[config.mk]
export PLATFORM = sky130hd
export DESIGN_NAME = mem_share_arbiter
export DESIGN_NICKNAME = d
export VERILOG_FILES = /design/src/rtl/mem_share_arbiter.sv
export SDC_FILE = /design/constraint.sdc
export NUM_CORES = 1
export LEC_CHECK = 0
export CAP_MARGIN = 0
export CORE_AREA = 2 2 114 116
export CTS_CLUSTER_SIZE = 8
export DETAILED_ROUTE_END_ITERATION = 16
export DIE_AREA = 0 0 116 118
export DONT_BUFFER_PORTS = 1
export HOLD_SLACK_MARGIN = 0.1
export PLACE_DENSITY_LB_ADDON = 0.2
export SLEW_MARGIN = 15
export SYNTH_ARGS = -nofsm -noshare
export SYNTH_HDL_FRONTEND = slang
export SYNTH_SLANG_ARGS = --single-unit
[constraint.sdc]
create_clock -name clk -period 2 [get_ports clk]
set_input_delay 0.4 -clock clk [delete_from_list [all_inputs] [get_ports clk]]
set_output_delay 0.4 -clock clk [all_outputs]
set_load 0.02 [all_outputs]
[src/rtl/mem_share_arbiter.sv]
// mem_share_arbiter: shares the unified MIPS instruction/data memory between
// the multicycle core and an external requester (loader / debug port).
// The core has no handshake, so it is frozen with core_stall while the
// external side owns memory. External grants are bounded to MAX_BURST
// accesses, and the core is guaranteed MIN_CORE cycles between grants.
// Optional feature: define ARB_EXT_LOCK_EN to add the ext_lock input, which
// lets a bulk loader hold the grant past MAX_BURST.

module mem_share_arbiter #(
  parameter int BUS_WIDTH = 32,
  parameter int MAX_BURST = 4,
  parameter int MIN_CORE  = 2
) (
  input  logic                 clk,
  input  logic                 rst,
  input  logic [BUS_WIDTH-1:0] core_addr,
  input  logic [BUS_WIDTH-1:0] core_wd,
  input  logic                 core_we,
  output logic [BUS_WIDTH-1:0] core_rd,
  output logic                 core_stall,
  input  logic                 ext_req,
  input  logic                 ext_we,
  input  logic [BUS_WIDTH-1:0] ext_addr,
  input  logic [BUS_WIDTH-1:0] ext_wd,
`ifdef ARB_EXT_LOCK_EN
  input  logic                 ext_lock,
`endif
  output logic                 ext_ack,
  output logic [BUS_WIDTH-1:0] ext_rdata,
  output logic                 ext_rvalid,
  output logic [BUS_WIDTH-1:0] mem_addr,
  output logic [BUS_WIDTH-1:0] mem_wd,
  output logic                 mem_we,
  input  logic [BUS_WIDTH-1:0] mem_rd
);

  // Burst counter must reach MAX_BURST (saturation point under lock).
  localparam int BW = $clog2(MAX_BURST + 1);
  localparam int CW = $clog2(MIN_CORE + 1);

  typedef enum logic {
    CORE = 1'b0,
    EXT  = 1'b1
  } state_t;

  state_t          state;
  logic [BW-1:0]   burst_cnt;
  logic [CW-1:0]   core_cnt;
  logic            lock_hold;
  logic            burst_at_limit;
  logic            core_quota_met;

`ifdef ARB_EXT_LOCK_EN
  assign lock_hold = ext_lock;
`else
  assign lock_hold = 1'b0;
`endif

  // >= rather than == so that dropping ext_lock after the counter has
  // saturated still ends the grant on the next ack.
  assign burst_at_limit = (burst_cnt >= BW'(MAX_BURST - 1));
  assign core_quota_met = (core_cnt >= CW'(MIN_CORE));

  // Memory port mux and handshake decode, driven purely by the owner state.
  always_comb begin
    core_stall = (state == EXT);
    core_rd    = mem_rd;
    mem_addr   = core_addr;
    mem_wd     = core_wd;
    mem_we     = core_we;
    ext_ack    = 1'b0;
    if (state == EXT) begin
      mem_addr = ext_addr;
      mem_wd   = ext_wd;
      mem_we   = ext_req & ext_we;
      ext_ack  = ext_req;
    end
  end

  // Ownership FSM with burst / core-time counters and the external read-data register.
  always_ff @(posedge clk or negedge rst) begin
    if (!rst) begin
      state      <= CORE;
      burst_cnt  <= '0;
      core_cnt   <= CW'(MIN_CORE);
      ext_rdata  <= '0;
      ext_rvalid <= 1'b0;
    end else begin
      case (state)
        CORE: begin
          ext_rvalid <= 1'b0;
          if (!core_quota_met) begin
            core_cnt <= core_cnt + CW'(1);
          end
          if (ext_req && core_quota_met) begin
            state     <= EXT;
            burst_cnt <= '0;
          end
        end
        EXT: begin
          if (!ext_req) begin
            state      <= CORE;
            core_cnt   <= '0;
            ext_rvalid <= 1'b0;
          end else begin
            if (burst_cnt != BW'(MAX_BURST)) begin
              burst_cnt <= burst_cnt + BW'(1);
            end
            if (!ext_we) begin
              ext_rdata  <= mem_rd;
              ext_rvalid <= 1'b1;
            end else begin
              ext_rvalid <= 1'b0;
            end
            if (burst_at_limit && !lock_hold) begin
              state    <= CORE;
              core_cnt <= '0;
            end
          end
        end
        default: begin
          state <= CORE;
        end
      endcase
    end
  end

endmodule

==> results.md, run 1 <==
* Initial antenna violation count at 9
* Num CTS Buffers at 5
* DR iter-0 viols at 55
* Largest net degree at the start of global routing at 40
* Overflow left after global routing at 0
* Final Setup Violations at 0
* Area Overhead vs Synth at 8.154%
* Slew Viols, Final at 0
* First-pass GRT wire length at 12.13 mm
* Antenna viol nets, final at 0
* Vias at around 1.6k
* Total negative slack at 0 ns
* Chip height at ~120 µm
* Full die area at 13690 µm²
* Htree depth at 2
* Final instance area at 2821 µm²
* Yosys cell types at 25
* Path type of the worst setup path: flop to output pin
* Worst setup EP type: output pin
* Post-DP HPWL at 7.772 mm
* CTS clk-pin slew, worst paths at 0.06 ns
* WP data arrival at about 1.5 ns
* Yosys warnings at 0
* Static leakage at roughly 1.1 nW
* CTS tree: done
* Crit Path Max Fanout at 21
* Via density at 4.332
* Layout cells sized above 1 at 62.50%
* Most frequent cells in the layout: mux2_2 (95), dfrtp_1 (37), inv_1 (6), clkbuf_16 (5)
* Commonest non-fill, non-tap cell in the layout: mux2_2
* Max-cap violations at 0
* Critical Path RT at 1.60 ns
* Syn Inst Count at 211
* Worst-Margin Slew at around 0.4 ns
* Area post-placement at about 2600 µm²
* Seq/Total Area, Yosys at 37.46%
* Clock Sinks at 39
* Final hold vios at 0
* Port Buffers at 0
* Io pins at ~300
* Post-Syn Area at 2609 µm²
* Final std cells w/o fill at 365
* RSZ-0062 raised after global routing: no
* GRT Overall Usage at between 10% and 20%
* Clk_lat worst skew at 0.28 ns
* Vias in the first global route at 1725
* Final Critical Period at 1.927 ns
* Startpoint Class: flop
* Clock Tree Buf Depth at 2
* Initial Utilization at 21.01%
* HP Class: primary input to flop
* Pwr Density at 1740 nW/µm²
* Post-Syn Area per Cell at 12.36 µm²
* Clock Skew at 0.004026 ns
* Worst slew margin at 72.55%
* Worst vdd ir at around 0.00046 V
* Syn_nets at 380
* GPL Wtd Cong at 0.9713
* Post-Place Cells at 345
* Period utilisation layout at 96.33%
* WL/cell at 25.27 µm
* Final WL at 9.222 mm
* Achievable frequency at ~0.52 GHz
* Placeable Area at 12410 µm²
* DRT Pass-1 Iters at 4
* Core Rows at 41
* Nets at 352
* Run status: complete, no violations
* Root buffer cell: clkbuf_16
* Post-CTS Resized at 0
* Die width at 116 µm
* Post-route DRC at 0
* Post-synthesis register bit count at 39
power by group:
group	total [mW]	switching [mW]	leakage, nW	internal (mW)
clock network	0.896	0.308	0.0838	0.588
registers	1.92	0.734	0.470	1.18
logic	2.10	1.15	0.528	0.948
total	4.91	2.19	1.08	2.72
synthesized netlist by cell type:
| master | count | area share (%) |
|---|---|---|
| mux2_2 | 95 | 41 |
| dfrtp_1 | 38 | 36 |
| buf_4 | 32 | 9.2 |
| buf_2 | 8 | 1.5 |
| inv_1 | 6 | 0.86 |
| ha_1 | 4 | 1.9 |
| buf_6 | 3 | 1.3 |
| nor2_1 | 3 | 0.43 |
| a211oi_1 | 2 | 0.58 |
| mux2i_1 | 2 | 0.77 |
| nand2b_1 | 2 | 0.48 |
| nand3_1 | 2 | 0.38 |
| o21ai_0 | 2 | 0.38 |
| a2111o_1 | 1 | 0.43 |
| a21o_1 | 1 | 0.29 |
| a21oi_1 | 1 | 0.19 |
| dfstp_2 | 1 | 1.0 |
| mux2_1 | 1 | 0.43 |
| nand2_1 | 1 | 0.14 |
| nand2_2 | 1 | 0.24 |
| nor2_4 | 1 | 0.43 |
| nor4b_1 | 1 | 0.34 |
| o22ai_1 | 1 | 0.24 |
| o311ai_2 | 1 | 0.62 |
| xnor2_1 | 1 | 0.34 |
path summary, 6_finish.rpt:
check	startpoint	endpoint	slack (ns)	depth (start not counted)
worst max-delay path	core_stall	mem_wd[14]	0.07	2
worst min-delay path	mem_rd[27]	ext_rdata[27]	0.26	1
worst max register to register	core_stall	ext_rdata[16]	0.27	5
worst min register to register	core_cnt[1]	core_cnt[1]	0.55	2
max in group asynchronous	rst	core_cnt[1]	1.14	2
min in group asynchronous	rst	ext_rdata[5]	0.60	2
timing repair:
| action | CTS | global route |
|---|---|---|
| endpoints found under the hold margin | 39 | 0 |
| hold buffers | 2 | 0 |
| setup buffers | 1 | 0 |
| endpoints found under the setup margin | 37 | 0 |
metrics by stage:
step | utilization, % | hold slack (ns) | total power [mW] | setup slack [ns]
final | 22.73 | 0.2559 | 4.911 | 0.07340
after global routing | 22.71 | 0.2566 | 5.224 | 0.01829
after CTS | 22.55 | 0.2531 | 5.007 | 0.05133
after detailed placement | 20.85 | 0.1053 | 4.023 | 0.2617
after global placement | 20.85 | 0.1054 | 3.991 | 0.2765
after floorplan | - | 0.1044 | 3.700 | 0.2750
metal layers:
layer | GRT usage (%) | part of all wire, %
met5 | 0 | 0
met4 | 7.738 | 5.3
met3 | 6.849 | 14
met2 | 21.27 | 49
met1 | 11.78 | 32
flip-flops by register name (all words and copies together), names as in the netlist:
signal	count
core_cnt	2
burst_cnt	3
ext_rdata	32
ext_rvalid	1
core_stall	1
worst max-delay path, stage by stage, from the launching register on:
cell and delay [ns]:
dfrtp_4 0.58, buf_12 0.21, mux2_2 0.44
logic make-up (layout without fill, tap and decap cells):
family / Yosys count / after routing / synth area share, %
buf+inv: 49 / 22 / 12.90
mux: 98 / 98 / 42.21
simple gates: 11 / 11 / 2.446
flops: 39 / 39 / 37.46
compound gates: 9 / 9 / 2.734
fa+ha+maj: 4 / 4 / 1.919
other cells: 0 / 9 / 0
xor+xnor: 1 / 1 / 0.3358
layout make-up:
type                            count  area (µm²)
Antenna cell                        9       22.52
Clock buffer                        5       125.1
Clock inverter                      3       43.79
Fill cell                        1332        9593
Inverter                            6       22.52
Multi-Input combinational cell    123        1295
Sequential cell                    39       980.9
Tap cell                          172       215.2
Timing Repair Buffer                8       116.4
Power figures use the tool's default switching activity.
==> run 2, diff against run 1 <==
CELL_PAD_IN_SITES_DETAIL_PLACEMENT = 0   (was not set)
CELL_PAD_IN_SITES_GLOBAL_PLACEMENT = 1   (was not set)
CORE_AREA = 2 2 115 117   (was 2 2 114 116)
DIE_AREA = 0 0 117 119   (was 0 0 116 118)
==> run 2 against run 1 <==
Effect of this change: hold slack improved by 0.0027 ns; critical path type unchanged; sequential power about the same; non-clock buffer count unchanged; via count decreased by 1.6%; register-to-register slack improved by 0.16 ns; global-route usage decreased by 2.2 points; combinational power about the same; critical endpoint is now mem_addr[3]; sequential share of layout area increased by 0.062 points; first-iteration DRC count decreased by 27%.
==> results.md, run 2 (synthesis gave the netlist of run 1 again) <==
* Run status: complete, no violations
* Initial antenna violation count at 4
* Worst Hold End: ext_rdata[27]
* GRT Overall Usage at 10.46%
* Clk_lat worst skew at about 0.27 ns
* Max-cap violations at 0
* Hold Path Origin: mem_rd[27]
* RSZ-0062 raised after global routing: no
* Vias at 1556
* Largest regs: ext_rdata (32), burst_cnt (3), core_cnt (2)
* Final worst slack at 0.1052 ns
* Comb pwr share at 43.8%
* Final hold vios at 0
* CTS tree: done
* Post-DP HPWL at 6.590 mm
* Min Hold Slack at 0.2587 ns
* Layout cells sized above 1 at 61.96%
* R2R depth at 4
* Commonest non-fill, non-tap cell in the layout: mux2_2
* Area Overhead vs Synth at 7.962%
* Achievable frequency at roughly 0.53 GHz
* Switching share of total power at roughly 45%
* First-pass GRT wire length at 10.30 mm
* DR iter-0 viols at 40
* Full die area at 13920 µm²
* Num CTS Buffers at 5
* Worst r2r src: burst_cnt[0]
* WL/cell at 22.19 µm
* Post-Place Cells at 348
* Critical Path RT at 1.60 ns
* Nets at 352
* Flop pwr share at 39.1%
* Switching power at 2.181 mW
* Pwr Density at between 1500 and 2000 nW/µm²
* Clk pwr share at 17.1%
* Most frequent cells in the layout: mux2_2 (95), dfrtp_1 (37), inv_1 (6), clkbuf_16 (6)
* Antenna viol nets, final at 0
* Placeable Area at around 13000 µm²
* Post-route DRC at 0
* Period utilisation layout at 94.74%
* Reg with most FFs: ext_rdata
* GPL Wtd Cong at 0.7357
* Post-CTS Resized at 0
* Initial Utilization at 20.26%
* Final Critical Period at 1.895 ns
* Met1 GRT Util at 12.14%
* Io pins at 297
* Overflow left after global routing at 0
* Core Rows at 42
* Largest net degree at the start of global routing at 41
* Clock Tree Buf Depth at 2
* Met2 Usage GRT at between 10% and 20%
* Grt peak-use layer: met2
* Static leakage at approximately 1.1 nW
* HP Class: primary input to flop
* Via density at 4.310
* DRT Pass-1 Iters at 4
* Total negative slack at 0 ns
* GR Util met3 at about 5%
* Vias in the first global route at 1528
* Worst vdd ir at 0.0004200 V
* Final Setup Violations at 0
* WP data arrival at 1.49 ns
* Slew Viols, Final at 0
* Clock Sinks at 39
* Place WS at 0.3342 ns
* Path type of the worst setup path: flop to output pin
* Final WL at roughly 8 mm
* Worst slew margin at between 70% and 80%
* Final std cells w/o fill at 361
* Int Power at between 2 and 3 mW
* Reg2reg end: core_cnt[1]
* Final core utilization at 21.88%
* Chip height at ~120 µm
* Max reg flops at 32
* Beginning of the critical path: core_stall
* Die width at 117 µm
* CTS clk-pin slew, worst paths at 0.06 ns
* Hold Path Stages at 1
* Worst setup EP type: output pin
* Startpoint Class: flop
* Worst-Margin Slew at 0.4243 ns
* Crit Path Max Fanout at 28
* Port Buffers at 0
* Htree depth at 2
* Root buffer cell: clkbuf_16
* R2r setup slk at about 0.43 ns
* Clock Skew at roughly 0.005 ns
==> run 2: cell count changes in the layout (fill, tap and decap cells not counted) <==
cell            before  now
diode_2              9    1
clkbuf_8             0    2
buf_4                2    1
buf_6                1    0
bufinv_16            1    0
clkbuf_16            5    6
clkinv_2             1    0
clkinv_4             1    0
clkinvlp_4           0    1
dlymetal6s2s_1       0    1
==> run 2: area by class of cell <==
cell class / instances / area (µm²)
Timing Repair Buffer: 8 / 135.1
Clock inverter: 1 / 7.507
Antenna cell: 1 / 2.502
Tap cell: 176 / 220.2
Fill cell: 1369 / 10060
Clock buffer: 7 / 152.6
Sequential cell: 39 / 980.9
Inverter: 6 / 22.52
Multi-Input combinational cell: 123 / 1295
==> run 2: worst max-delay path by stage <==
| stage | slack [ns] | to | cells after the start |
|---|---|---|---|
| final | 0.11 | mem_addr[3] | 2 |
| after global routing | 0.04 | mem_addr[10] | 2 |
| after CTS | 0.03 | mem_wd[15] | 2 |
| after detailed placement | 0.33 | mem_wd[15] | 2 |
| after global placement | 0.35 | mem_wd[15] | 2 |
| after floorplan | 0.27 | mem_we | 3 |
==> run 2: routing by layer <==
layer	vias to the layer above	part of all wire, %
met5	-	0.36
met4	4	1.1
met3	11	11
met2	170	49
met1	703	39
li1	668	-
==> run 2: power by group through the flow <==
stage	Combinational (mW)	Clock [mW]	Sequential, mW
after floorplan	1.89	0	1.81
after global placement	2.06	0	1.93
after detailed placement	2.08	0	1.92
after CTS	2.11	0.868	1.91
after global routing	2.27	0.925	1.99
final	2.13	0.833	1.90
==> run 2: metrics by stage <==
step	instance area, µm²	power (mW)
final	2816	4.866
after global routing	2814	5.187
after CTS	2776	4.891
after detailed placement	2586	4.001
after global placement	2586	3.989
after floorplan	2609	3.700
==> run 2: critical path, cell delays in order, from the launching register on <==
cell	delay [ns]
dfrtp_4	0.55
buf_12	0.22
mux2_2	0.43
==> run 2: what timing repair did <==
item,CTS,global route
hold buffers,2,0
setup buffers,0,1
setup endpoints to repair,0,4
hold endpoints to repair,39,0
==> run 3, diff against run 2 <==
SETUP_SLACK_MARGIN = 0.3   (was not set)
==> run 3 against run 2 <==
Effect of this change: sequential power barely moved; sequential share of layout area fell by 1.4 points; power grew 5.5%; largest power group unchanged; critical path type unchanged.
==> results.md, run 3 (synthesis gave the netlist of run 1 again) <==
* Run status: complete, no violations
* Full die area at ~14000 µm²
* CTS tree: done
* Layout cells sized above 1 at 63.78%
* Largest net degree at the start of global routing at 40
* Static leakage at between 1 and 1.5 nW
* Achievable frequency at 0.5189 GHz
* Slew Viols, Final at 0
* Clk_lat worst skew at 0.27 ns
* HP Class: primary input to flop
* Clock Skew at 0.004113 ns
* Num CTS Buffers at 5
* GRT Overall Usage at 9.362%
* Die width at between 100 and 150 µm
* Initial Utilization at 20.26%
* Final Setup Violations at 0
* Initial antenna violation count at 1
* Max reg flops at 32
* Max-cap violations at 0
* Final hold vios at 0
* R2R depth at 5
* Worst vdd ir at 0.0003645 V
* Fillers at roughly 1.4k
* Nets at 353
* Post-route DRC at 0
* Reg with most FFs: ext_rdata
* Most frequent cells in the layout: mux2_2 (81), dfrtp_1 (37), mux2_4 (14), inv_1 (5), clkbuf_16 (5)
* Clock Tree Buf Depth at 2
* R2r setup slk at ~0.23 ns
* Met2 Usage GRT at 18.14%
* Chip height at 119 µm
* Worst slew margin at 79.32%
* GR Util met3 at 2.545%
* Grt peak-use layer: met2
* DR iter-0 viols at 18
* Met1 GRT Util at 9.213%
* Io pins at 297
* Path type of the worst setup path: flop to output pin
* Crit Path Max Fanout at 24
* Worst setup EP type: output pin
* Htree depth at 2
* Worst-Margin Slew at 0.3094 ns
* Startpoint Class: flop
* WL/cell at ~20 µm
* First-pass GRT wire length at 9.390 mm
* Post-DP HPWL at between 5 and 6 mm
* Final WL at 7.364 mm
* Crit-path slowest cell: dfrtp_4
* Max incr delay on CP at 0.61 ns
* DRT Pass-1 Iters at 2
* Hold Path Stages at 1
* Placeable Area at 12870 µm²
* Period utilisation layout at 96.36%
* Final core utilization at 22.80%
* Critical Path RT at between 1.5 and 2 ns
* Overflow left after global routing at 0
* RSZ-0062 raised after global routing: yes
* Clock Sinks at 39
* Final Critical Period at 1.927 ns
* Vias at 1526
* CTS clk-pin slew, worst paths at 0.06 ns
* Area Overhead vs Synth at 12.52%
* Total negative slack at 0 ns
* Largest regs: ext_rdata (32), burst_cnt (3), core_cnt (2)
* Via density at 4.215
* Port Buffers at 0
* Commonest non-fill, non-tap cell in the layout: mux2_2
* Root buffer cell: clkbuf_16
* Pwr Density at 1748 nW/µm²
* GPL Wtd Cong at 0.7637
* Antenna viol nets, final at 0
* WP data arrival at 1.53 ns
* Core Rows at 42
* CP cell instances: buf_16 -> mux2_2
* Vias in the first global route at between 1.5k and 2k
[run 3: cell types whose count changed in the layout (fill, tap and decap cells not counted), sizes merged]
cell          delta
buf              +2
bufinv           +1
clkbuf           -1
clkinvlp         -1
dlymetal6s2s     -1
inv              +1
[run 3: layout make-up]
type                            instances  area [µm²]  area share, %
Sequential cell                        39       980.9          33.42
Clock buffer                            6       138.9          4.731
Tap cell                              176       220.2          7.502
Multi-Input combinational cell        123        1369          46.63
Clock inverter                          2       38.79          1.321
Antenna cell                            1       2.502        0.08525
Timing Repair Buffer                    9       162.7          5.541
Inverter                                6       22.52         0.7673
[run 3: routing by layer]
layer | vias up | share of wire (%)
met5 | - | 0
met4 | 0 | 1.8
met2 | 155 | 56
met1 | 706 | 32
li1 | 658 | -
met3 | 7 | 10
[run 3: path summary, 6_finish.rpt]
path                             startpoint            end
worst max-delay path             core_stall   mem_addr[26]
worst min-delay path             mem_rd[27]  ext_rdata[27]
worst max register to register   core_stall  ext_rdata[19]
worst min register to register  core_cnt[1]    core_cnt[1]
max in group asynchronous               rst    core_cnt[1]
min in group asynchronous               rst  ext_rdata[10]
[run 3: timing repair]
item | CTS | global route
setup endpoints to repair | 65 | 102
gates cloned | 2 | 0
resized for setup | 23 | 3
pin swaps | 1 | 1
setup buffers | 2 | 0
hold endpoints to repair | 39 | 0
hold buffers | 2 | 0
[run 3: worst max-delay path, delay by kind of cell, from the launching register on]
family / cells / cell delay, ns
mux: 1 / 0.41
flops: 1 / 0.61
buf+inv: 1 / 0.22
[run 3: report_power, final]
| part | leakage, nW | total (mW) | switching (mW) | internal, mW |
|---|---|---|---|---|
| clock network | 0.0875 | 0.932 | 0.306 | 0.626 |
| logic | 0.606 | 2.27 | 1.18 | 1.10 |
| registers | 0.470 | 1.93 | 0.744 | 1.18 |
[run 3: stage by stage]
| stage | hold slack (ns) | power (mW) | cell area (µm²) | setup slack (ns) | instances |
|---|---|---|---|---|---|
| final | 0.2614 | 5.132 | 2935 | 0.07282 | 362 |
| after global routing | 0.2534 | 5.445 | 2935 | 0.01169 | 362 |
| after CTS | 0.2562 | 5.214 | 2922 | 0.04369 | 361 |
| after detailed placement | 0.1052 | 3.940 | 2566 | 0.2887 | 347 |
| after global placement | 0.1054 | 3.930 | 2566 | 0.2990 | 347 |
| after floorplan | 0.1044 | 3.704 | 2610 | 0.3659 | 211 |
